$ cat config.mk
export PLATFORM = sky130hd
export DESIGN_NAME = fwft_prefetch_adapter
export DESIGN_NICKNAME = d
export VERILOG_FILES = /design/src/rtl/fwft_prefetch_adapter.sv
export SDC_FILE = /design/constraint.sdc
export NUM_CORES = 2
export LEC_CHECK = 0
export BUFFER_PORTS_ARGS = -buffer_cell sky130_fd_sc_hd__buf_2
export CAP_MARGIN = 20
export CORE_MARGIN = 5
export CORE_UTILIZATION = 55
export CTS_BUF_LIST = sky130_fd_sc_hd__clkbuf_8
export DETAILED_ROUTE_END_ITERATION = 7
export PLACE_DENSITY = 0.84
export REMOVE_ABC_BUFFERS = 1
export SETUP_SLACK_MARGIN = 0.05
export SKIP_LAST_GASP = 1
export SLEW_MARGIN = 20
export SYNTH_ARGS = -nofsm -noshare
export SYNTH_HDL_FRONTEND = slang
export SYNTH_SLANG_ARGS = --single-unit
$ cat constraint.sdc
create_clock -name clk -period 17.6 [get_ports clk]
set_input_delay 3.52 -clock clk [delete_from_list [all_inputs] [get_ports clk]]
set_output_delay 3.52 -clock clk [all_outputs]
set_load 0.03 [all_outputs]
$ cat src/rtl/fwft_prefetch_adapter.sv
// Turns a standard-read FIFO (data RD_LATENCY cycles after rd_en) into a first-word-fall-through
// valid/ready stream via a DEPTH-entry prefetch buffer. Optional flush port: FWFT_PREFETCH_FLUSH_EN.
module fwft_prefetch_adapter #(
  parameter int WIDTH      = 512,
  parameter int DEPTH      = 4,
  parameter int RD_LATENCY = 1
) (
  input  logic                       clk,
  input  logic                       rst,
  input  logic                       fifo_empty_i,
  output logic                       fifo_rd_en_o,
  input  logic [WIDTH-1:0]           fifo_dout_i,
  output logic [WIDTH-1:0]           dout_o,
  output logic                       valid_o,
  input  logic                       ready_i,
  output logic [$clog2(DEPTH+1)-1:0] level_o
`ifdef FWFT_PREFETCH_FLUSH_EN
  ,
  input  logic                       flush_i
`endif
);
  localparam int PW = $clog2(DEPTH);
  localparam int CW = $clog2(DEPTH+1);
  localparam int AW = CW + 2;

  logic [WIDTH-1:0]      mem [DEPTH];
  logic [PW-1:0]         wr_ptr, rd_ptr, rd_ptr_inc;
  logic [CW-1:0]         count;
  logic [RD_LATENCY-1:0] inflight_sr;
  logic [AW-1:0]         inflight, credit;
  logic                  pop, capture, flush;
  logic [WIDTH-1:0]      dout_r, dout_next;

`ifdef FWFT_PREFETCH_FLUSH_EN
  assign flush = flush_i;
`else
  assign flush = 1'b0;
`endif

  assign valid_o    = (count != '0);
  assign dout_o     = dout_r;
  assign level_o    = count;
  assign pop        = valid_o & ready_i & ~flush;
  assign capture    = inflight_sr[RD_LATENCY-1];
  assign rd_ptr_inc = rd_ptr + PW'(1);

  always_comb begin
    inflight = '0;
    for (int i = 0; i < RD_LATENCY; i++) inflight = inflight + AW'(inflight_sr[i]);
  end

  // Slots already promised to in-flight reads count as occupied; a slot freed by
  // this cycle's pop can be re-issued immediately.
  assign credit       = AW'(count) + inflight - AW'(pop);
  assign fifo_rd_en_o = ~rst & ~fifo_empty_i & ~flush & (credit < AW'(DEPTH));

  // dout is its own register so it can hold the last word while the buffer is empty.
  always_comb begin
    dout_next = dout_r;
    if (pop) begin
      if (count == CW'(1)) begin
        if (capture) dout_next = fifo_dout_i;
      end else begin
        dout_next = mem[rd_ptr_inc];
      end
    end else if (count == '0 && capture) begin
      dout_next = fifo_dout_i;
    end
  end

  always_ff @(posedge clk) begin
    if (capture) mem[wr_ptr] <= fifo_dout_i;
  end

  always_ff @(posedge clk or posedge rst) begin
    if (rst) begin
      wr_ptr      <= '0;
      rd_ptr      <= '0;
      count       <= '0;
      inflight_sr <= '0;
      dout_r      <= '0;
    end else if (flush) begin
      wr_ptr      <= '0;
      rd_ptr      <= '0;
      count       <= '0;
      inflight_sr <= '0;
    end else begin
      inflight_sr <= (inflight_sr << 1) | RD_LATENCY'(fifo_rd_en_o);
      if (capture) wr_ptr <= wr_ptr + PW'(1);
      if (pop) rd_ptr <= rd_ptr_inc;
      count  <= count + CW'(capture) - CW'(pop);
      dout_r <= dout_next;
    end
  end

  // A capture into a full buffer without a simultaneous pop means the credit logic broke.
  always_ff @(posedge clk) begin
    if (!rst && !flush) assert (!(capture && !pop && count == CW'(DEPTH)));
  end

endmodule
==> results.txt <==
----------------------------------------------------
[Global routing]
  Wire length of the first global-routing pass ... 368 mm
  Remaining global-route overflow ... 0
  Vias in the first global route ... 58800
  Largest net degree at the start of global routing ... 221
  Total routing resource utilization after global routing ... 0.263
  Initial antenna violation count ... 140

[Timing]
  TNS Setup ... 0 ns
  Tightest Pin Transition ... 1.22 ns
  Fin crit share ... 0.520
  Max Clock Freq ... 109 MHz
  Finish-stage setup viols ... 0
  RSZ-0062 raised after global routing ... no
  Count of pins over their slew limit ... 0
  Final setup margin ... 8.46 ns
  Setup skew after layout ... 0.0969 ns
  Headroom to the max-slew limit ... 0.187
  Final critical-path required period ... 9.14 ns
  Number of endpoints with negative hold slack in the final report ... 0
  Smallest hold slack ... 0.530 ns

[Synth]
  Netlist area before placement ... 96900 um2
  Top cells by instance count after synthesis ... sky130_fd_sc_hd__edfxtp_1, sky130_fd_sc_hd__nand2_1, sky130_fd_sc_hd__dfrtp_1
  Synthesized area per cell ... 17.6 um2
  Library cell occupying the most area in the post-synthesis netlist ... sky130_fd_sc_hd__edfxtp_1
  Distinct cells, synth ... 29
  Share of the synthesized area in the top cell type ... 0.635
  Number of synthesized flops with an enable pin ... 2048
  Dominant cell by count in the synthesized netlist ... sky130_fd_sc_hd__edfxtp_1
  Leading register cell type out of synthesis ... sky130_fd_sc_hd__edfxtp_1
  Proportion of synthesized flip-flops having asynchronous set or reset ... 0.202
  Number of warning messages in the yosys log ... 0
  Portion of the post-synthesis area used by sequential elements ... 0.769
  Count of state elements after synthesis ... 2568
  Largest cells by area after synthesis ... sky130_fd_sc_hd__edfxtp_1, sky130_fd_sc_hd__dfrtp_1, sky130_fd_sc_hd__mux4_2
  Count of mapped cells out of synthesis ... 5513

[Die]
  I/O pins ... 1033
  Starting Density ... 0.551
  Die span in y ... 430 um
  Number of rows in the core area ... 154
  Die area ... 185000 um2
  Die X-Extent ... 430 um
  Area of the core region ... 176000 um2

[Routing]
  Vias after detailed routing ... 56900
  Wire length per cell ... 26.5 um
  Detailed-route vias per instance ... 6.01
  Remaining routing DRC violations ... 0
  DRT Wirelength ... 251 mm
  Detailed router's first-iteration violation count ... 6597
  Number of optimization iterations in the first detailed-route pass ... 7
  Final ANT Viol Nets ... 0

[Job]
  Max-cap viol count ... 0

[Worst setup path]
  Beginning of the worst register-to-register path ... level_o[1]
  Crit path launch type ... input pin
  Worst-path cell with the longest stage delay ... sky130_fd_sc_hd__fa_1
  Category of the critical setup timing path ... input pin to primary output
  R2r worst-path depth ... 8
  Data arrival time at the worst-slack endpoint ... 5.62 ns
  Largest stage delay, worst path ... 0.47 ns
  Kind of capture point of the worst setup path ... primary output
  Reg2Reg Capture Point ... dout_o[307]
  Internal reg-to-reg setup slack ... 12.71 ns
  List of cells traversed by the critical path ... buf_2, nand2_1, or2_2, nand2_1, ha_1, fa_1, nor3_1, a31oi_1, nor4_1, buf_2
  Critical path peak fanout ... 4
  Data required, critical path ... 14.08 ns

[Clock tree]
  TritonCTS clock tree ... done
  H-Tree Depth ... 5
  Clock tree root buffer cell ... sky130_fd_sc_hd__clkbuf_8
  Hold_buf cts ... 0
  Clock buffer count from CTS ... 403
  Clk buf depth ... 4
  Clock-pin slew of the registers on the worst-case setup and hold paths ... 0.08 ns
  CTS resizes ... 0
  Clock latency on the worst-skew pair ... 1.12 ns
  Post-CTS setup-driven buffer insertion count ... 0
  CTS Sinks ... 2568

[Placed design]
  Worst-case setup slack after placement ... 8.67 ns
  Count of buffers inserted at the top-level ports ... 1032
  HPWL reported at the end of detailed placement ... 142 mm
  Global placer's final weighted congestion ... 0.848

[Finish]
  Fraction of layout cells with a size suffix above 1 ... 0.307
  Area grow syn2layout ... 16.0%
  # nets final ... 7197

[Power]
  Maximum ir drop on the vdd rail ... 0.178 mV
  Power density over cell area ... 172 nW/um2
  P_leak ... 0.0405 uW

[Worst hold path]
  Hold crit path type ... flip-flop to flip-flop
  Worst Hold Path EP ... wr_ptr[0]
  Startpoint of the lowest-slack hold path ... wr_ptr[0]
  Hold Path Stages ... 1

[Run status]
  Run status ... completed

----------------------------------------------------
-- cell usage in the layout (no fill, tap or decap), types with 2 or more instances in the layout --
cell type,count
sky130_fd_sc_hd__edfxtp_1,2048
sky130_fd_sc_hd__buf_2,1032
sky130_fd_sc_hd__nand2_1,1028
sky130_fd_sc_hd__dfrtp_1,518
sky130_fd_sc_hd__a31oi_1,513
sky130_fd_sc_hd__mux4_2,512
sky130_fd_sc_hd__nor2_1,512
sky130_fd_sc_hd__clkbuf_8,462
sky130_fd_sc_hd__inv_1,169
sky130_fd_sc_hd__diode_2,132
sky130_fd_sc_hd__clkinv_2,46
sky130_fd_sc_hd__clkinv_1,40
sky130_fd_sc_hd__buf_4,38
sky130_fd_sc_hd__buf_12,20
sky130_fd_sc_hd__bufinv_16,10
sky130_fd_sc_hd__ha_1,9
sky130_fd_sc_hd__inv_8,5
sky130_fd_sc_hd__clkinvlp_4,5
sky130_fd_sc_hd__xnor2_1,4
sky130_fd_sc_hd__and2_4,4
sky130_fd_sc_hd__inv_6,3
sky130_fd_sc_hd__buf_6,3
sky130_fd_sc_hd__a21oi_4,2
sky130_fd_sc_hd__nor3_1,2
sky130_fd_sc_hd__dfrtp_4,2
-- worst max-delay path, delay by kind of cell --
kind	cells	cell delay [ns]
and+or+nand+nor	5	0.92
adders and majority gates	2	0.68
buffers and inverters	2	0.41
AOI/OAI and AO/OA	1	0.10
-- report_power, final --
part	internal, uW	switching [uW]	leakage [uW]
registers	7570	556	0.0243
clock network	2540	2320	0.00462
logic	2190	4200	0.0116
total	12300	7080	0.0405
-- layer usage --
| metal | wire [um] | global-route usage |
|---|---|---|
| met1 | 83300 | 0.317 |
| met2 | 123000 | 0.414 |
| met3 | 24400 | 0.0717 |
| met4 | 20100 | 0.187 |
| met5 | 144 | 0 |
-- stage by stage --
step                      cells   util  total power (uW)  area [um2]
after floorplan            5172      -             15300       95300
after global placement     8605  0.593             14300      104000
after detailed placement   8605  0.593             14500      104000
after CTS                  9340  0.637             19400      112000
after global routing       9455  0.639             20200      112000
final                      9473  0.639             19400      112000
-- area by class of cell --
type,count,area (um2)
sequential,2568,74500
inverter,7,33.8
tap,2340,2930
multi-input combinational,2597,20800
antenna,132,330
clock buffer,462,6360
timing repair buffer,1094,5910
clock inverter,273,1430
fill,11200,63400
-- worst max-delay path by stage --
stage               from            to  depth (start not counted)
3_5_place_dp     ready_i  fifo_rd_en_o                         10
2_1_floorplan  rd_ptr[1]     dout_o[0]                          3
3_3_place_gp     ready_i  fifo_rd_en_o                         10
6_report         ready_i  fifo_rd_en_o                         10
5_1_grt          ready_i  fifo_rd_en_o                         10
4_1_cts          ready_i  fifo_rd_en_o                         10
-- flip-flops by register name, summed over array words and instances, names as in the netlist --
signal	cells
mem	2048
wr_ptr	2
rd_ptr	2
level_o	3
dout_o	512
capture	1
-- logic make-up after synthesis --
kind of cell               after synthesis  synth area share
xor gates and xnor gates                 5          0.000452
muxes                                  512             0.119
DFF                                   2568             0.769
adders and majority gates               10           0.00137
buffers and inverters                  348            0.0161
AOI/OAI and AO/OA                      519            0.0336
and+or+nand+nor                       1551            0.0603
No activity file was read; power rests on OpenSTA's default activity.
